### src/rtl/input_ports.sv
// rtl/input_ports.sv - memory-mapped input ports with synchronizers and change flags
module input_ports #(
  parameter logic [7:0] BASE_ADDR   = 8'hE0,
  parameter int         SYNC_STAGES = 2
) (
  input  logic       clk,
  input  logic       reset,
  input  logic [7:0] address,
  input  logic       read,
  input  logic [7:0] port_in_00,
  input  logic [7:0] port_in_01,
  input  logic [7:0] port_in_02,
  input  logic [7:0] port_in_03,
  input  logic [7:0] port_in_04,
  input  logic [7:0] port_in_05,
  input  logic [7:0] port_in_06,
  input  logic [7:0] port_in_07,
  input  logic [7:0] port_in_08,
  input  logic [7:0] port_in_09,
  input  logic [7:0] port_in_10,
  input  logic [7:0] port_in_11,
  input  logic [7:0] port_in_12,
  input  logic [7:0] port_in_13,
  output logic [7:0] data_out,
  output logic       data_valid,
  output logic       change_irq
);

  localparam int         NP        = 14;
  localparam logic [2:0] PRIME_MAX = 3'(SYNC_STAGES + 1);

  logic [NP-1:0][7:0]                  port_in;
  logic [SYNC_STAGES-1:0][NP-1:0][7:0] sync_q, sync_d;
  logic [NP-1:0][7:0]                  sync_last;
  logic [NP-1:0][7:0]                  prev_q, prev_d;
  logic [2:0]                          prime_q, prime_d;
  logic [NP-1:0]                       flags_q, flags_d;
  logic [NP-1:0]                       set_mask, clr_mask;
  logic [7:0]                          data_out_q, data_out_d;
  logic                                data_valid_q, data_valid_d;
  logic                                primed;
  logic                                hit;
  logic [3:0]                          offset;

  assign port_in = {port_in_13, port_in_12, port_in_11, port_in_10, port_in_09,
                    port_in_08, port_in_07, port_in_06, port_in_05, port_in_04,
                    port_in_03, port_in_02, port_in_01, port_in_00};

  assign sync_last = sync_q[SYNC_STAGES-1];
  assign primed    = (prime_q == PRIME_MAX);
  assign hit       = read && (address[7:4] == BASE_ADDR[7:4]);
  assign offset    = address[3:0];

  always_comb begin
    sync_d[0] = port_in;
    for (int s = 1; s < SYNC_STAGES; s++) begin
      sync_d[s] = sync_q[s-1];
    end
    prev_d  = sync_last;
    prime_d = primed ? prime_q : prime_q + 3'd1;

    // Detection stays off until the sync chain and prev registers hold real input levels.
    set_mask = '0;
    for (int i = 0; i < NP; i++) begin
      set_mask[i] = primed && (sync_last[i] != prev_q[i]);
    end

    data_out_d   = data_out_q;
    data_valid_d = hit;
    clr_mask     = '0;
    if (hit) begin
      case (offset)
        4'hE: begin
          data_out_d    = flags_q[7:0];
          clr_mask[7:0] = '1;
        end
        4'hF: begin
          data_out_d     = {2'b00, flags_q[13:8]};
          clr_mask[13:8] = '1;
        end
        default: data_out_d = sync_last[offset];
      endcase
    end

    // A set on the clearing edge wins so no change event is lost.
    flags_d = (flags_q & ~clr_mask) | set_mask;
  end

  always_ff @(posedge clk) begin
    if (!reset) begin
      sync_q       <= '0;
      prev_q       <= '0;
      prime_q      <= '0;
      flags_q      <= '0;
      data_out_q   <= '0;
      data_valid_q <= 1'b0;
    end else begin
      sync_q       <= sync_d;
      prev_q       <= prev_d;
      prime_q      <= prime_d;
      flags_q      <= flags_d;
      data_out_q   <= data_out_d;
      data_valid_q <= data_valid_d;
    end
  end

  assign data_out   = data_out_q;
  assign data_valid = data_valid_q;
  assign change_irq = |flags_q;

endmodule

### config.mk
export PLATFORM = sky130hd
export DESIGN_NAME = input_ports
export DESIGN_NICKNAME = d
export VERILOG_FILES = /design/src/rtl/input_ports.sv
export SDC_FILE = /design/constraint.sdc
export NUM_CORES = 1
export LEC_CHECK = 0
export ABC_AREA = 1
export CAP_MARGIN = 20
export CORE_MARGIN = 2
export CORE_UTILIZATION = 40
export CTS_CLUSTER_DIAMETER = 100
export DETAILED_ROUTE_END_ITERATION = 12
export MAX_ROUTING_LAYER = met4
export PLACE_DENSITY = 0.58
export SYNTH_ARGS = -nofsm -noshare
export SYNTH_HDL_FRONTEND = slang
export SYNTH_SLANG_ARGS = --single-unit
### constraint.sdc
create_clock -name clk -period 1.72 [get_ports clk]
set_input_delay 0.43 -clock clk [delete_from_list [all_inputs] [get_ports clk]]
set_output_delay 0.43 -clock clk [all_outputs]
set_load 0.1 [all_outputs]
Word level (Yosys, flattened, before mapping)
Cells that the tools add are included.
Widths: inputs -> output; s select.
{"block": "classes", "n_lt_le_gt_ge": 1, "shifts": 0, "muxes": 6, "addsub": 1, "n_mul": 0, "n_eq_ne": 18, "div": 0, "bitwise": 3, "n_reduce_logical": 16}
{"operator": "$ne 8x8->1", "n": 14}
{"operator": "$bmux 8 s4", "n": 1}
{"operator": "$mux 8", "n": 2}
{"operator": "$pmux 8 s2", "n": 1}
{"operator": "$logic_and 1x1->1", "n": 15}
{"operator": "$and 14x14->14", "n": 1}
{"operator": "$mux 14", "n": 1}
{"operator": "$not 14->14", "n": 1}
{"operator": "$or 14x14->14", "n": 1}
{"operator": "$reduce_or 14->1", "n": 1}
{"operator": "$eq 4x4->1 const B", "n": 3}
{"operator": "$mux 6", "n": 1}
{"operator": "$lt 4x5->1 const B", "n": 1}
{"operator": "$add 3x1->3 const B", "n": 1}
{"operator": "$eq 3x2->1 const B", "n": 1}
{"block": "word_totals", "mem_count": 0, "input_bits": 123, "wordCells": 91, "mem_bits_ro": 0, "register_bits": 362, "latchBits": 0, "out_inout_bits": 10, "ram_bits": 0}

Logic depth before layout (Yosys ltp)
Gate-level depths: netlist of run 1.
{"block": "logic_depth", "word_depth": 6, "mapped_depth": 11, "depth_no_buf": 9}

Least setup slack after synthesis of run 1
Ideal clock, no wire load.
{"block": "synth_path", "path_kind": "flip-flop to output port", "start": "register flags_q[7]", "end": "output change_irq", "n_path_buf": 0, "t_required_ps": 1290, "slack_ps": -45, "t_arrival_ps": 1335, "stages_incl_launch_ff": 3, "path_cell_list": "dfxtp_1 nor4_1 nand3_1"}
{"block": "synth_between", "elab_chain_len": 1}
{"element": "start, declared", "line": "37", "rtl": "logic [NP-1:0] flags_q, flags_d;"}
{"element": "start signal, assigned", "line": "101", "rtl": "flags_q <= flags_d;"}
{"element": "$reduce_or 14->1", "line": "109", "rtl": "assign change_irq = |flags_q;"}
{"element": "end, declared", "line": "26", "rtl": "output logic change_irq"}
No other way between the ends.

Worst setup path after layout of run 1
{"block": "layout_path", "start": "register flags_q[6]", "end": "output change_irq"}
The elaborated chain is that of the path after synthesis.

==> impl_metrics.toml, run 1 <==
[run_status]
status = "complete, but fails checks"
violations = "setup timing"

[floorplan]
fp.dieH_um = 186
start_util_pct = 40.6
die_w_um = 186
die-area_sq_um = 34500
ios = 133
core_area_sq_um = 32500
rows = 66

[worst_hold_path]
hold_end = "sync_d[153]"
min_path_cells = 3
hold_path_startpoint = "reset"
hold_path_class = "in -> reg"

[sta]
layout_setup_ws_ps = -217
fin_skew_ps = 18.9
slew_headroom_pct = 73.7
setup_viol = 1
period_share_pct = 113
min_period_ps = 1940
fmax_mhz = 516
hold_violations = 0
drv_slew = 0
worstMarginPinSlew_ps = 392
rsz0062_at_grt = "true"
worst_hold_slack_ps = 258

[detailed_routing]
via_per_inst = 4.15
wl_per_cell_um = 12.0
wl_met2_um = 12100
num_vias = 9672
wl_met3_um = 1480
wirelength_um = 28000
top_layer = "met4"
wl_met1_um = 13600
drcViolationCount = 0
dr.pass1.iters = 5
antenna_left = 0
drtIter0Drc = 464

[finish]
fin_nets = 1983
final_util_pct = 51.5
syn2layout_area_growth_pct = 27.0
postLayoutCellArea_sq_um = 16800
multiInputGateArea_sq_um = 4160
final_cells = 2328
layout-drive-gt1-share_pct = 7.48
layout.area.seq_sq_um = 7250
fillers = 3215
n_antenna_cell = 0

[grt]
grt_max_degree = 75
grt_pass1_vias = 9044
grt_usage_pct = 17.2
grt_pass1_wl_um = 45300
globalRouteOverflowTotal = 0
antenna_found_initial = 0

[synthesis]
seq_area_frac_synth_pct = 54.9
synthesis.nets = 1827
ys_types = 28
ys_seq_elements = 362
syn_inst = 1702
synth_area_sq_um = 13200
ys_warn_count = 0
syn_area_per_cell_sq_um = 7.75

[clock_network]
cts_buffers = 39
htreeDepth = 2
cts_tree = "yes"
clk_pin_slew_ps = 60
worstSkewPairLatency_ps = 520
clock-sinks = 362
clockBufferDepth = 3
cts-root-buf = "clkbuf_16"
cts_setup_buffers = 0

[placed_design]
dp_hpwl_um = 20500
io_buffers = 132
routabilityCongestion = 0.851
place_ws_ps = -353
dp.cells = 2259
dpl_cell_area_sq_um = 15300

[worst_setup_path]
slowest_delay_ps = 360
r2r_cells = 5
arrival_ps = 1510
r2r_start = "prime_q[0]"
crit_path_max_fanout = 3
reg2reg_slack_ps = 490
cp-end-kind = "output pin"
r2r_end = "prime_q[0]"
worstPathCellList = "nor4_4, nand3_2, buf_12"
path_class = "reg -> out"
cp_slowest_cell = "dfxtp_1"
cp_data_required_time_ps = 1290
crit_path_start_kind = "flop"

[power]
internal-power_mw = 15.6
swShare_pct = 22.7
pwr-share-clk_pct = 45.6
power_density_nw_per_um2 = 1210
combPwrFrac_pct = 9.6
peakVddDrop_uv = 809
power_frac_seq_pct = 44.8
p_switching_mw = 4.58
leakagePower_nw = 9.29

[flow_run]
drv_cap = 0
layout make-up:
type                    instances  area share [%]
multi-input cells             889            24.8
clock inverters                20            2.05
well taps                     442            3.30
inverters                     390            8.80
repair buffers                176            11.1
flip-flops and latches        362            43.3
clock buffers                  49            6.66
worst max path at each step:
stage	slack, ps	from	to	depth (start not counted)
after floorplan	160	flags_q[7]	change_irq	2
after global placement	-420	address[2]	data_out[6]	9
after detailed placement	-350	address[2]	data_out[6]	9
after CTS	-240	flags_q[3]	change_irq	3
after global routing	-280	flags_q[10]	change_irq	5
final	-220	flags_q[6]	change_irq	3
synthesized netlist by cell type (all sizes together):
cell type	n	area share, %
a21oi	35	1.3
a31oi	2	0.095
buf	51	2.4
clkbuf	10	0.28
clkinv	1	0.028
dfxtp	362	55
ha	2	0.19
inv	389	11
nand2	589	17
nand3	36	1.4
nand4	1	0.047
nor2	74	2.3
nor3	1	0.038
nor4	2	0.095
o211ai	6	0.34
o21ai	28	1.1
xnor2	112	7.4
xor2	1	0.066
repair_timing:
action	4_1_cts	5_1_grt
hold buffers	0	0
pin swaps	1	1
gates resized for setup	4	6
cloned	0	0
setup endpoints to repair	1	1
registers in the layout (all words and copies together) (netlist names):
| signal | count |
|---|---|
| prime_q | 3 |
| flags_q | 14 |
| sync_d | 112 |
| data_valid | 1 |
| prev_d | 112 |
| data_out | 8 |
| prev_q | 112 |
worst max-delay path: cells and delay by family (launching register included):
| family | cells | cell delay, ps |
|---|---|---|
| flops | 1 | 360 |
| buf+inv | 1 | 190 |
| simple gates | 2 | 430 |
layer usage:
layer / vias to the layer above / GRT usage [%]
met5: - / -
met4: 0 / 5.86
met3: 52 / 3.19
met2: 203 / 26.5
met1: 4270 / 22.8
li1: 5147 / -
through the flow:
stage                     setup TNS, ps  total power, mW
after floorplan                       0             10.3
after global placement            -4390             11.1
after detailed placement          -4490             11.1
after CTS                          -244             20.4
after global routing               -276             21.0
final                              -217             20.2
power groups by stage:
stage	logic (mW)	registers, mW	clock network [mW]
final	1.94	9.05	9.22
after global routing	2.16	9.09	9.80
after CTS	1.95	9.04	9.44
after detailed placement	1.92	9.22	0
after global placement	1.91	9.21	0
after floorplan	1.17	9.15	0
cell families after synthesis:
| logic type | count (synthesis) | share of synthesized area (%) |
|---|---|---|
| flip-flops | 362 | 54.9 |
| XOR/XNOR | 113 | 7.50 |
| buffers and inverters | 451 | 13.8 |
| adder cells (fa/ha/maj) | 2 | 0.190 |
| AO/OA/AOI/OAI | 71 | 2.82 |
| AND/OR/NAND/NOR | 703 | 20.8 |
placed cells by master, fill, tap and decap left out, types with 2 or more instances in the layout:
cell type          n
nand2_1          587
inv_1            383
dfxtp_1          360
clkdlybuf4s50_1  120
xnor2_1          112
nor2_1            71
clkbuf_16         41
a21oi_1           35
buf_4             35
nand3_1           34
buf_12            19
o21ai_0           16
o21ai_1           12
bufinv_16          9
o211ai_1           6
clkbuf_8           6
clkinv_2           5
inv_2              4
clkinvlp_4         4
nand3_2            2
nand2_4            2
a31oi_1            2
ha_1               2
clkbuf_1           2
clkinv_4           2
dfxtp_2            2
Power figures use the tool's default switching activity.
==> run 2: changes to the inputs <==
--- a/config.mk
+++ b/config.mk
@@ -11,6 +11,7 @@
 export CORE_UTILIZATION = 40
 export CTS_CLUSTER_DIAMETER = 100
 export DETAILED_ROUTE_END_ITERATION = 12
+export GPL_TIMING_DRIVEN = 0
 export MAX_ROUTING_LAYER = met4
 export PLACE_DENSITY = 0.58
 export SYNTH_ARGS = -nofsm -noshare
==> run 2 against run 1 <==
Effect of this change:
- the flow still finishes with violations (setup timing)
- critical path type unchanged
- wire length increased by 3.0%
- sequential cell count did not move
- critical path depth stayed put
- non-clock buffer count increased by 13
- sequential power about the same
- global-route usage increased by 0.37 points
- first-iteration DRC count increased by 14%
- cell area shrank 2.9%
- worst setup slack got worse by 8.8 ps
- highest routed layer unchanged
==> impl_metrics.toml, run 2 (synthesis results as in run 1) <==
[worst_setup_path]
worstPathCellList = "nor4_2, nand3_2, buf_6"
path_class = "reg -> out"
r2r_cells = 6
arrival_ps = 1520
cp_slowest_cell = "dfxtp_1"
cp_data_required_time_ps = 1290
crit_path_max_fanout = 3
cp-end-kind = "output pin"
crit_path_start_kind = "flop"
slowest_delay_ps = 330

[sta]
layout_setup_ws_ps = -226
setup_tns_ps = -226
min_period_ps = 1950
fin_skew_ps = 13.5
rsz0062_at_grt = "true"
worstMarginPinSlew_ps = 990
worst_hold_slack_ps = 408
period_share_pct = 113
hold_violations = 0
slew_headroom_pct = 34.0
drv_slew = 0
setup_viol = 1
fmax_mhz = 514

[power]
power_density_nw_per_um2 = 1160
power_mw = 18.9
leakagePower_nw = 9.13
pwr-share-clk_pct = 42.3
swShare_pct = 23.7
peakVddDrop_uv = 710
power_frac_seq_pct = 47.8
combPwrFrac_pct = 9.9
internal-power_mw = 14.4
p_switching_mw = 4.48

[detailed_routing]
num_vias = 9608
dr.pass1.iters = 5
via_per_inst = 4.11
drtIter0Drc = 529
drcViolationCount = 0
wirelength_um = 28800
antenna_left = 0
wl_per_cell_um = 12.3

[finish]
fillers = 3209
fin_nets = 1994
final_util_pct = 50.0
n_antenna_cell = 0
syn2layout_area_growth_pct = 23.3
final_cell_mix = "nand2_1 (587), inv_1 (387), dfxtp_1 (362)"
final_common_cell = "nand2_1"
layout-drive-gt1-share_pct = 7.12

[grt]
grt_usage_pct = 17.6
grt_pass1_wl_um = 45700
grt_max_degree = 15
grt_pass1_vias = 8908
globalRouteOverflowTotal = 0
antenna_found_initial = 0

[clock_network]
cts-root-buf = "clkbuf_16"
cts_tree = "yes"
clk_pin_slew_ps = 60
clockBufferDepth = 3
clock-sinks = 362
worstSkewPairLatency_ps = 520
cts_buffers = 37
htreeDepth = 2

[run_status]
violations = "setup timing"
status = "complete, but fails checks"

[placed_design]
dp_hpwl_um = 21900
routabilityCongestion = 0.871
place_ws_ps = -506
io_buffers = 128

[floorplan]
die_w_um = 186
core_area_sq_um = 32500
ios = 133
start_util_pct = 40.6
rows = 66
fp.dieH_um = 186
die-area_sq_um = 34500

[worst_hold_path]
hold_path_class = "reg -> reg"
min_path_cells = 2

[flow_run]
drv_cap = 0
==> run 2: path summary, 6_finish.rpt <==
kind	from	to	slack [ps]
worst max-delay path	flags_q[4]	change_irq	-230
worst min-delay path	sync_d[186]	prev_d[74]	410
worst max register to register	prime_q[0]	flags_q[7]	200
worst min register to register	sync_d[186]	prev_d[74]	410
==> run 2: worst max-delay path, delay by kind of cell (launching register included) <==
family	cells	cell delay (ps)
AND/OR/NAND/NOR	2	470
flip-flops	1	330
buffers and inverters	1	210
==> run 2: per-stage QoR <==
step                      cell area, sq um  cells
after floorplan                      13200   1702
after global placement               15000   2272
after detailed placement             15000   2272
after CTS                            16300   2337
after global routing                 16300   2337
final                                16300   2337
==> run 2: power groups by stage <==
stage	logic [mW]	clock network, mW	registers (mW)
after CTS	1.88	8.19	9.02
after global placement	1.81	0	9.20
final	1.86	7.99	9.02
after floorplan	1.17	0	9.15
after global routing	2.07	8.56	9.06
after detailed placement	1.83	0	9.20
==> run 2: routing by layer <==
layer | vias up | wire length [um] | global-route usage [%]
met1 | 4198 | 14500 | 24.2
met4 | 0 | 622 | 4.72
met3 | 46 | 1480 | 2.74
met2 | 203 | 12200 | 27.0
met5 | - | 0 | -
li1 | 5161 | - | -
==> run 2: cell type report <==
type,count,area (sq um),share of cell area [%]
timing repair buffer,128,1260,7.74
buffer,61,354,2.18
inverter,390,1470,9.06
sequential,362,7250,44.5
tap,442,553,3.40
clock buffer,53,1120,6.87
clock inverter,12,121,0.746
multi-input combinational,889,4150,25.5
==> run 2: what timing repair did <==
action,CTS,global route
gates resized for setup,61,7
hold buffers,0,0
pin swaps,1,1
cloned,0,0
setup buffers,0,0
endpoints found under the setup margin,10,18
==> run 3: changes to the inputs <==
--- a/config.mk
+++ b/config.mk
@@ -6,7 +6,7 @@
 export NUM_CORES = 1
 export LEC_CHECK = 0
 export ABC_AREA = 1
-export CAP_MARGIN = 20
+export CAP_MARGIN = 10
 export CORE_MARGIN = 2
 export CORE_UTILIZATION = 40
 export CTS_CLUSTER_DIAMETER = 100
==> results of run 3 <==
No change in the layout: final DEF, timing and power equal those of run 2.
